`src/rtl/control_word_sequencer_8259_pkg.sv`:
```
// -----------------------------------------------------------------------------
// control_word_pkg_8259
// Shared definitions for the 8259A control-word sequencer:
//   - state_e        : initialization / operation state machine encoding
//   - OCW2_*         : OCW2 R/SL/EOI command codes (data bits 7:5)
//   - *_BIT          : bit positions of ICW1, ICW4, OCW2/OCW3 fields
//   - write_kind_e   : classification of a decoded write cycle
//   - decode_write() : maps A0 and data onto write_kind_e
// -----------------------------------------------------------------------------
package control_word_pkg_8259;

  typedef enum logic [2:0] {
    ST_IDLE      = 3'd0,
    ST_WAIT_ICW2 = 3'd1,
    ST_WAIT_ICW3 = 3'd2,
    ST_WAIT_ICW4 = 3'd3,
    ST_READY     = 3'd4
  } state_e;

  // OCW2 command codes, {R, SL, EOI}
  localparam logic [2:0] OCW2_AROT_CLR   = 3'b000;
  localparam logic [2:0] OCW2_NS_EOI     = 3'b001;
  localparam logic [2:0] OCW2_NOP        = 3'b010;
  localparam logic [2:0] OCW2_SP_EOI     = 3'b011;
  localparam logic [2:0] OCW2_AROT_SET   = 3'b100;
  localparam logic [2:0] OCW2_ROT_NS_EOI = 3'b101;
  localparam logic [2:0] OCW2_SET_PRI    = 3'b110;
  localparam logic [2:0] OCW2_ROT_SP_EOI = 3'b111;

  // ICW1 fields
  localparam int ICW1_IC4_BIT  = 0;
  localparam int ICW1_SNGL_BIT = 1;
  localparam int ICW1_LTIM_BIT = 3;
  localparam int ICW1_SEL_BIT  = 4;

  // ICW4 fields
  localparam int ICW4_UPM_BIT  = 0;
  localparam int ICW4_AEOI_BIT = 1;
  localparam int ICW4_MS_BIT   = 2;
  localparam int ICW4_BUF_BIT  = 3;
  localparam int ICW4_SFNM_BIT = 4;

  // OCW2/OCW3 select (D3 with D4=0) and OCW3 fields
  localparam int OCW_SEL_BIT    = 3;
  localparam int OCW3_RIS_BIT   = 0;
  localparam int OCW3_RR_BIT    = 1;
  localparam int OCW3_POLL_BIT  = 2;
  localparam int OCW3_SMM_BIT   = 5;
  localparam int OCW3_ESMM_BIT  = 6;

  typedef enum logic [1:0] {
    WR_ICW1    = 2'd0,  // A0=0, D4=1
    WR_A0_HIGH = 2'd1,  // ICW2/3/4 or OCW1 depending on state
    WR_OCW2    = 2'd2,  // A0=0, D4=0, D3=0
    WR_OCW3    = 2'd3   // A0=0, D4=0, D3=1
  } write_kind_e;

  function automatic write_kind_e decode_write(input logic a0, input logic [7:0] d);
    write_kind_e kind;
    if (a0)                      kind = WR_A0_HIGH;
    else if (d[ICW1_SEL_BIT])    kind = WR_ICW1;
    else if (d[OCW_SEL_BIT])     kind = WR_OCW3;
    else                         kind = WR_OCW2;
    return kind;
  endfunction

endpackage

```
`src/rtl/control_word_sequencer_8259_if.sv`:
```
// -----------------------------------------------------------------------------
// control_word_sequencer_8259_if
// CPU write-cycle bundle from the bus-control front end.
//   write_strobe      : async level, high while a CPU write is in progress
//   address           : A0 of the write
//   internal_data_bus : latched write data, held after the write ends
// master = bus front end (drives), slave = sequencer (samples).
// -----------------------------------------------------------------------------
interface control_word_sequencer_8259_if;
  logic       write_strobe;
  logic       address;
  logic [7:0] internal_data_bus;

  modport master (output write_strobe, output address, output internal_data_bus);
  modport slave  (input  write_strobe, input  address, input  internal_data_bus);
endinterface

```
`src/rtl/control_word_sequencer_8259_sync.sv`:
```
// -----------------------------------------------------------------------------
// strobe_synchronizer_8259
// Two-flop synchronizer for the asynchronous write strobe plus a falling-edge
// detector. The fall pulse is high for exactly one cycle, in the cycle after
// the synchronized strobe drops, so the consumer acts on the 3rd rising edge
// after the raw strobe falls.
//   clock, reset    : system clock, async active-high reset
//   strobe_async_i  : raw write strobe
//   strobe_sync_o   : synchronized strobe level
//   strobe_fall_o   : one-cycle write-event pulse
// -----------------------------------------------------------------------------
module strobe_synchronizer_8259 (
  input  logic clock,
  input  logic reset,
  input  logic strobe_async_i,
  output logic strobe_sync_o,
  output logic strobe_fall_o
);

  logic meta_q;
  logic sync_q;
  logic sync_dly_q;

  // NOTE: every flop here is cleared by reset, so a strobe that is high at
  // reset assertion cannot leave a stale edge that fires after release.
  always_ff @(posedge clock or posedge reset) begin
    if (reset) begin
      meta_q     <= 1'b0;
      sync_q     <= 1'b0;
      sync_dly_q <= 1'b0;
    end else begin
      // NOTE: non-blocking assignments give a true shift chain; blocking
      // would collapse the three stages into one.
      meta_q     <= strobe_async_i;
      sync_q     <= meta_q;
      sync_dly_q <= sync_q;
    end
  end

  assign strobe_sync_o = sync_q;
  assign strobe_fall_o = sync_dly_q & ~sync_q;

endmodule

```
`src/rtl/control_word_sequencer_8259.sv`:
```
// -----------------------------------------------------------------------------
// control_word_sequencer_8259
// Turns 8259A write cycles into the ICW1..ICW4 initialization sequence and
// the OCW1..OCW3 operation commands. Holds all configuration registers and
// emits single-cycle command pulses.
//   clock, reset         : system clock, async active-high reset
//   bus (slave)          : write_strobe / address / internal_data_bus
//   initialization_done  : high in READY
//   ICW outputs          : interrupt_vector_base, level_or_edge_triggered,
//                          single_mode, cascade_config, special_fully_nested,
//                          buffered_mode, buffered_master, auto_eoi,
//                          microprocessor_mode_8086
//   OCW state            : interrupt_mask, auto_rotate_mode,
//                          special_mask_mode, read_register_isr,
//                          command_level
//   pulses               : eoi_command, specific_command, rotate_command,
//                          set_priority_command, poll_command
// -----------------------------------------------------------------------------
module control_word_sequencer_8259
  import control_word_pkg_8259::*;
(
  input  logic                          clock,
  input  logic                          reset,
  control_word_sequencer_8259_if.slave  bus,
  output logic                          initialization_done,
  output logic [4:0]                    interrupt_vector_base,
  output logic                          level_or_edge_triggered,
  output logic                          single_mode,
  output logic [7:0]                    cascade_config,
  output logic                          special_fully_nested,
  output logic                          buffered_mode,
  output logic                          buffered_master,
  output logic                          auto_eoi,
  output logic                          microprocessor_mode_8086,
  output logic [7:0]                    interrupt_mask,
  output logic                          auto_rotate_mode,
  output logic                          special_mask_mode,
  output logic                          read_register_isr,
  output logic                          eoi_command,
  output logic                          specific_command,
  output logic                          rotate_command,
  output logic                          set_priority_command,
  output logic [2:0]                    command_level,
  output logic                          poll_command
);

  logic        strobe_sync;
  logic        write_event;
  write_kind_e write_kind;

  state_e      state_q;
  logic        addr_q;
  logic [7:0]  data_q;
  logic        ic4_q;
  logic        init_done_q;
  logic [4:0]  vector_base_q;
  logic        ltim_q;
  logic        sngl_q;
  logic [7:0]  cascade_q;
  logic        sfnm_q;
  logic        buf_q;
  logic        ms_q;
  logic        aeoi_q;
  logic        upm_q;
  logic [7:0]  mask_q;
  logic        arot_q;
  logic        smm_q;
  logic        ris_q;
  logic        eoi_q;
  logic        specific_q;
  logic        rotate_q;
  logic        set_pri_q;
  logic [2:0]  level_q;
  logic        poll_q;

  strobe_synchronizer_8259 u_strobe_sync (
    .clock          (clock),
    .reset          (reset),
    .strobe_async_i (bus.write_strobe),
    .strobe_sync_o  (strobe_sync),
    .strobe_fall_o  (write_event)
  );

  // Decoded from the captured values, which are stable once the strobe drops.
  assign write_kind = decode_write(addr_q, data_q);

  always_ff @(posedge clock or posedge reset) begin
    if (reset) begin
      state_q       <= ST_IDLE;
      addr_q        <= 1'b0;
      data_q        <= '0;
      ic4_q         <= 1'b0;
      init_done_q   <= 1'b0;
      vector_base_q <= '0;
      ltim_q        <= 1'b0;
      sngl_q        <= 1'b0;
      cascade_q     <= '0;
      sfnm_q        <= 1'b0;
      buf_q         <= 1'b0;
      ms_q          <= 1'b0;
      aeoi_q        <= 1'b0;
      upm_q         <= 1'b0;
      mask_q        <= '0;
      arot_q        <= 1'b0;
      smm_q         <= 1'b0;
      ris_q         <= 1'b0;
      eoi_q         <= 1'b0;
      specific_q    <= 1'b0;
      rotate_q      <= 1'b0;
      set_pri_q     <= 1'b0;
      level_q       <= '0;
      poll_q        <= 1'b0;
    end else begin
      // Command pulses default low so each one lasts a single cycle.
      eoi_q      <= 1'b0;
      specific_q <= 1'b0;
      rotate_q   <= 1'b0;
      set_pri_q  <= 1'b0;
      poll_q     <= 1'b0;

      // Track the bus while the write is in progress; the last captured
      // values are the ones the write event decodes.
      if (strobe_sync) begin
        addr_q <= bus.address;
        data_q <= bus.internal_data_bus;
      end

      if (write_event) begin
        if (write_kind == WR_ICW1) begin
          // ICW1 restarts initialization from any state.
          ltim_q      <= data_q[ICW1_LTIM_BIT];
          sngl_q      <= data_q[ICW1_SNGL_BIT];
          ic4_q       <= data_q[ICW1_IC4_BIT];
          mask_q      <= '0;
          smm_q       <= 1'b0;
          ris_q       <= 1'b0;
          arot_q      <= 1'b0;
          init_done_q <= 1'b0;
          if (!data_q[ICW1_IC4_BIT]) begin
            sfnm_q <= 1'b0;
            buf_q  <= 1'b0;
            ms_q   <= 1'b0;
            aeoi_q <= 1'b0;
            upm_q  <= 1'b0;
          end
          state_q <= ST_WAIT_ICW2;
        end else begin
          unique case (state_q)
            ST_WAIT_ICW2: begin
              if (write_kind == WR_A0_HIGH) begin
                vector_base_q <= data_q[7:3];
                if (!sngl_q) begin
                  state_q <= ST_WAIT_ICW3;
                end else if (ic4_q) begin
                  state_q <= ST_WAIT_ICW4;
                end else begin
                  state_q     <= ST_READY;
                  init_done_q <= 1'b1;
                end
              end
            end
            ST_WAIT_ICW3: begin
              if (write_kind == WR_A0_HIGH) begin
                cascade_q <= data_q;
                if (ic4_q) begin
                  state_q <= ST_WAIT_ICW4;
                end else begin
                  state_q     <= ST_READY;
                  init_done_q <= 1'b1;
                end
              end
            end
            ST_WAIT_ICW4: begin
              if (write_kind == WR_A0_HIGH) begin
                sfnm_q      <= data_q[ICW4_SFNM_BIT];
                buf_q       <= data_q[ICW4_BUF_BIT];
                ms_q        <= data_q[ICW4_MS_BIT];
                aeoi_q      <= data_q[ICW4_AEOI_BIT];
                upm_q       <= data_q[ICW4_UPM_BIT];
                state_q     <= ST_READY;
                init_done_q <= 1'b1;
              end
            end
            ST_READY: begin
              unique case (write_kind)
                WR_A0_HIGH: mask_q <= data_q;
                WR_OCW2: begin
                  level_q <= data_q[2:0];
                  case (data_q[7:5])
                    OCW2_NS_EOI:     eoi_q <= 1'b1;
                    OCW2_SP_EOI: begin
                      eoi_q      <= 1'b1;
                      specific_q <= 1'b1;
                    end
                    OCW2_ROT_NS_EOI: begin
                      eoi_q    <= 1'b1;
                      rotate_q <= 1'b1;
                    end
                    OCW2_ROT_SP_EOI: begin
                      eoi_q      <= 1'b1;
                      rotate_q   <= 1'b1;
                      specific_q <= 1'b1;
                    end
                    OCW2_AROT_SET:   arot_q <= 1'b1;
                    OCW2_AROT_CLR:   arot_q <= 1'b0;
                    OCW2_SET_PRI: begin
                      set_pri_q  <= 1'b1;
                      specific_q <= 1'b1;
                    end
                    OCW2_NOP:        ;
                    default:         ;
                  endcase
                end
                WR_OCW3: begin
                  // ESMM/RR act as write enables for SMM/RIS.
                  if (data_q[OCW3_ESMM_BIT]) smm_q <= data_q[OCW3_SMM_BIT];
                  if (data_q[OCW3_RR_BIT])   ris_q <= data_q[OCW3_RIS_BIT];
                  if (data_q[OCW3_POLL_BIT]) poll_q <= 1'b1;
                end
                default: ;
              endcase
            end
            default: ;  // IDLE ignores everything but ICW1
          endcase
        end
      end
    end
  end

  assign initialization_done      = init_done_q;
  assign interrupt_vector_base    = vector_base_q;
  assign level_or_edge_triggered  = ltim_q;
  assign single_mode              = sngl_q;
  assign cascade_config           = cascade_q;
  assign special_fully_nested     = sfnm_q;
  assign buffered_mode            = buf_q;
  assign buffered_master          = ms_q;
  assign auto_eoi                 = aeoi_q;
  assign microprocessor_mode_8086 = upm_q;
  assign interrupt_mask           = mask_q;
  assign auto_rotate_mode         = arot_q;
  assign special_mask_mode        = smm_q;
  assign read_register_isr        = ris_q;
  assign eoi_command              = eoi_q;
  assign specific_command         = specific_q;
  assign rotate_command           = rotate_q;
  assign set_priority_command     = set_pri_q;
  assign command_level            = level_q;
  assign poll_command             = poll_q;

endmodule
```
`src/flat_wrapper.sv`:
```
// flat-port wrapper written by rule: the top's interface ports become plain ports
module control_word_sequencer_8259_flat import control_word_pkg_8259::*;
  (clock, reset, initialization_done, interrupt_vector_base, level_or_edge_triggered, single_mode, cascade_config, special_fully_nested, buffered_mode, buffered_master, auto_eoi, microprocessor_mode_8086, interrupt_mask, auto_rotate_mode, special_mask_mode, read_register_isr, eoi_command, specific_command, rotate_command, set_priority_command, command_level, poll_command, bus_write_strobe, bus_address, bus_internal_data_bus);
  control_word_sequencer_8259_if bus_i ();
  input  logic clock;
  input  logic reset;
  output logic initialization_done;
  output logic [4:0] interrupt_vector_base;
  output logic level_or_edge_triggered;
  output logic single_mode;
  output logic [7:0] cascade_config;
  output logic special_fully_nested;
  output logic buffered_mode;
  output logic buffered_master;
  output logic auto_eoi;
  output logic microprocessor_mode_8086;
  output logic [7:0] interrupt_mask;
  output logic auto_rotate_mode;
  output logic special_mask_mode;
  output logic read_register_isr;
  output logic eoi_command;
  output logic specific_command;
  output logic rotate_command;
  output logic set_priority_command;
  output logic [2:0] command_level;
  output logic poll_command;
  input wire logic [$bits(bus_i.write_strobe)-1:0] bus_write_strobe;
  input wire logic [$bits(bus_i.address)-1:0] bus_address;
  input wire logic [$bits(bus_i.internal_data_bus)-1:0] bus_internal_data_bus;
  assign bus_i.write_strobe = bus_write_strobe;
  assign bus_i.address = bus_address;
  assign bus_i.internal_data_bus = bus_internal_data_bus;
  control_word_sequencer_8259 u_core (.clock(clock), .reset(reset), .bus(bus_i), .initialization_done(initialization_done), .interrupt_vector_base(interrupt_vector_base), .level_or_edge_triggered(level_or_edge_triggered), .single_mode(single_mode), .cascade_config(cascade_config), .special_fully_nested(special_fully_nested), .buffered_mode(buffered_mode), .buffered_master(buffered_master), .auto_eoi(auto_eoi), .microprocessor_mode_8086(microprocessor_mode_8086), .interrupt_mask(interrupt_mask), .auto_rotate_mode(auto_rotate_mode), .special_mask_mode(special_mask_mode), .read_register_isr(read_register_isr), .eoi_command(eoi_command), .specific_command(specific_command), .rotate_command(rotate_command), .set_priority_command(set_priority_command), .command_level(command_level), .poll_command(poll_command));
endmodule
```
`config.mk`:
```
export PLATFORM = sky130hd
export DESIGN_NAME = control_word_sequencer_8259_flat
export DESIGN_NICKNAME = d
export VERILOG_FILES = /design/src/rtl/control_word_sequencer_8259_pkg.sv /design/src/rtl/control_word_sequencer_8259_if.sv /design/src/rtl/control_word_sequencer_8259_sync.sv /design/src/rtl/control_word_sequencer_8259.sv /design/src/flat_wrapper.sv
export SDC_FILE = /design/constraint.sdc
export NUM_CORES = 1
export LEC_CHECK = 0
export CORE_ASPECT_RATIO = 1.75
export CORE_MARGIN = 3
export CORE_UTILIZATION = 35
export CTS_CLUSTER_SIZE = 28
export DETAILED_ROUTE_END_ITERATION = 8
export PLACE_DENSITY_LB_ADDON = 0.15
export REMOVE_ABC_BUFFERS = 1
export SLEW_MARGIN = 40
export SYNTH_ARGS = -nofsm -noshare
export SYNTH_HDL_FRONTEND = slang
export SYNTH_SLANG_ARGS = --single-unit
```
`constraint.sdc`:
```
create_clock -name clock -period 2.48 [get_ports clock]
set_clock_uncertainty 0.1 [all_clocks]
set_input_delay 0.496 -clock clock [delete_from_list [all_inputs] [get_ports clock]]
set_output_delay 0.496 -clock clock [all_outputs]
set_load 0.01 [all_outputs]
```
==> summary.md <==
| Metric | Value |
|---|---|
| Initial Util | `36.4%` |
| Netlist cell types | `42` |
| # hold bufs at CTS | `0` |
| IO Pins | `52` |
| Clock-pin slew on the worst setup and hold paths | `60 ps` |
| Power Dens Cells | `948 nW/µm²` |
| Die Footprint | `7930 µm²` |
| Mean Syn Cell Area | `13.3 µm²` |
| Setup crit start kind | `register` |
| Max cap viols | `0` |
| # port buffers | `51` |
| Post-synth EDFFs | `0` |
| CTS H-tree depth | `2` |
| DP Wirelength | `3850 µm` |
| CTS tree | `done` |
| Max Fclk | `0.499 GHz` |
| Final setup fails | `0` |
| Worst Slack Setup Final | `478 ps` |
| Rows | `39` |
| Ranking of synthesized cells by area | `dfrtp_1, mux2_2, a22o_1, mux2i_1, mux2_4` |
| Kind of critical path | `reg2reg` |
| Unrepaired setup endpoints after global routing | `no` |
| Total Negative Setup Slacks | `0 ps` |
| Antenna cell count | `0` |
| Chip Width | `68.6 µm` |
| Drt drc | `0` |
| Largest net degree at the start of global routing | `36` |
| Metal1 wirelength | `2240 µm` |
| Area fraction of the dominant cell type after synthesis | `58.4%` |
| Routed Wire Length | `5380 µm` |
| Met2 WL | `2820 µm` |
| Place WS | `450 ps` |
| First-pass GRT wire length | `9230 µm` |
| Synth Warn # | `0` |
| CTS buffer count | `5` |
| Clk buf depth | `2` |
| TritonRoute pass-1 iters | `4` |
| Initial antenna violation count | `0` |
| Antenna viol nets, final | `0` |
| CTS Root Cell | `clkbuf_16` |
| Post-synth top flop | `dfrtp_1` |
| RePlAce Congestion | `0.745` |
| Final hold vios | `0` |
| Leading area contributor after synthesis | `dfrtp_1` |
| CP max FO | `17` |
| Total gr overflow | `0` |
| Clk_lat worst skew | `290 ps` |
| Tcrit/Tclk final | `80.7%` |
| CP Cell Sequence | `nor4b_4 -> nand4b_4 -> mux2_4` |
| Area grow syn2layout | `30.4%` |
| Cell count after synthesis | `180` |
| Crit path DAT | `2070 ps` |
| Crit-path slowest cell | `dfrtp_1` |
| Number of DRC markers in iteration 0 | `130` |
| Vias post-DR | `1624` |
| Post-CTS Setup Repair Bufs | `0` |
| Share of layout cells above drive strength 1 | `18.7%` |
| Yosys reg bits | `56` |
| Peak supply drop | `441 µV` |
| Vias in the first global route | `1783` |
| Part of the Yosys area used for sequential elements | `58.4%` |
| Leak Pwr | `1.41 nW` |
| Nets@finish | `241` |
| Top sig layer | `met4` |
| Count leader, synth | `dfrtp_1` |
| Async S/R FF share, synth | `100%` |
| Status | `finished clean` |
| Max incr delay on CP | `630 ps` |
| Tmin final | `2000 ps` |
| # clock sinks | `56` |
| Commonest cells post-synth | `dfrtp_1, mux2_2, nand2_1, a22o_1` |
| Max-slew violation count | `0` |
| Core Area | `6590 µm²` |
| Min-Delay Path Class | `reg2reg` |
| Die Y | `116 µm` |
| WL per Instance | `17.3 µm` |
| Vias per cell | `5.21` |
| GR Util All Layers | `15.9%` |
| Met3 WL post-DR | `229 µm` |
| Mapped Area | `2400 µm²` |
| Slew HR | `53.9%` |
| Post-cts sizing count | `0` |
| Tightest Pin Transition | `692 ps` |
| Crit path capture type | `register` |
| WP data required | `2550 ps` |
## worst max-delay path, delay by kind of cell (launching register included)
family | cells | cell delay (ps)
simple gates | 2 | 810
flops | 1 | 630
mux | 1 | 340
## final timing paths
path | from | to | slack, ps | cells past startpoint
min in group asynchronous | reset | u_core.cascade_config[3] | 460 | 2
hold reg to reg | u_core.u_strobe_sync.meta_q | u_core.u_strobe_sync.strobe_sync_o | 260 | 0
max in group asynchronous | reset | u_core.data_q[5] | 1260 | 3
setup reg to reg | u_core.u_strobe_sync.strobe_sync_o | u_core.command_level[0] | 480 | 3
hold / removal | u_core.u_strobe_sync.meta_q | u_core.u_strobe_sync.strobe_sync_o | 260 | 0
setup / recovery | u_core.u_strobe_sync.strobe_sync_o | u_core.command_level[0] | 480 | 3
## logic make-up (layout without fill, tap and decap cells)
family | after synthesis | after routing | share of synthesized area, %
muxes | 32 | 32 | 15.2
AOI/OAI and AO/OA | 28 | 28 | 9.49
DFF | 56 | 56 | 58.4
and+or+nand+nor | 48 | 48 | 13.9
buffers and inverters | 16 | 66 | 2.97
## final cells by class
cell class	instances	area, µm²
fillers	602	3460
well taps	82	103
clock buffers	8	146
multi-input cells	108	927
inverters	6	22.5
flip-flops and latches	56	1400
repair buffers	52	531
## sequential cells by signal, summed over array words and instances (netlist names), 3 cells and up
| name | cells |
|---|---|
| u_core.data_q | 8 |
| u_core.state_q | 3 |
| u_core.interrupt_vector_base | 5 |
| u_core.command_level | 3 |
| u_core.interrupt_mask | 8 |
| u_core.cascade_config | 8 |
## stage by stage
stage | instance area, µm² | instances | power [W] | util [%] | hold slack, ps
after floorplan | 2350 | 170 | 0.00178 | - | 231
after global placement | 2980 | 304 | 0.00229 | 45.3 | 244
after detailed placement | 2980 | 304 | 0.00230 | 45.3 | 255
after CTS | 3130 | 312 | 0.00302 | 47.5 | 270
after global routing | 3130 | 312 | 0.00315 | 47.5 | 274
final | 3130 | 312 | 0.00297 | 47.5 | 261
## per-layer routing
layer  up-vias  track usage (%)
li1        757                -
met1       822             19.9
met2        36             25.8
met3         9             3.69
met4         0             6.77
met5         -                0
## cell usage in the layout (no fill, tap or decap), types with 2 or more instances in the layout
master,synthesis,final
dfrtp_1,56,56
clkdlybuf4s50_1,0,51
mux2_2,24,24
nand2_1,10,10
a22o_1,9,9
nand2b_1,6,6
nor2_1,6,6
mux2i_1,5,5
inv_1,6,5
clkbuf_16,0,5
nor2b_1,4,4
mux2_4,3,3
o21ai_0,3,3
and4b_1,3,3
o2111ai_1,2,2
or2_2,2,2
nand3_1,2,2
nand3b_1,2,2
nor3_1,2,2
and3_1,2,2
a211oi_1,2,2
o22ai_1,2,2
clkbuf_1,3,2
## report_power, final
| part | internal [W] | switching, W |
|---|---|---|
| combinational | 0.000573 | 0.000320 |
| sequential | 0.00114 | 0.000230 |
| clock | 0.000404 | 0.000301 |
| total | 0.00212 | 0.000851 |
Note: power is estimated with default switching activity, not from simulation.
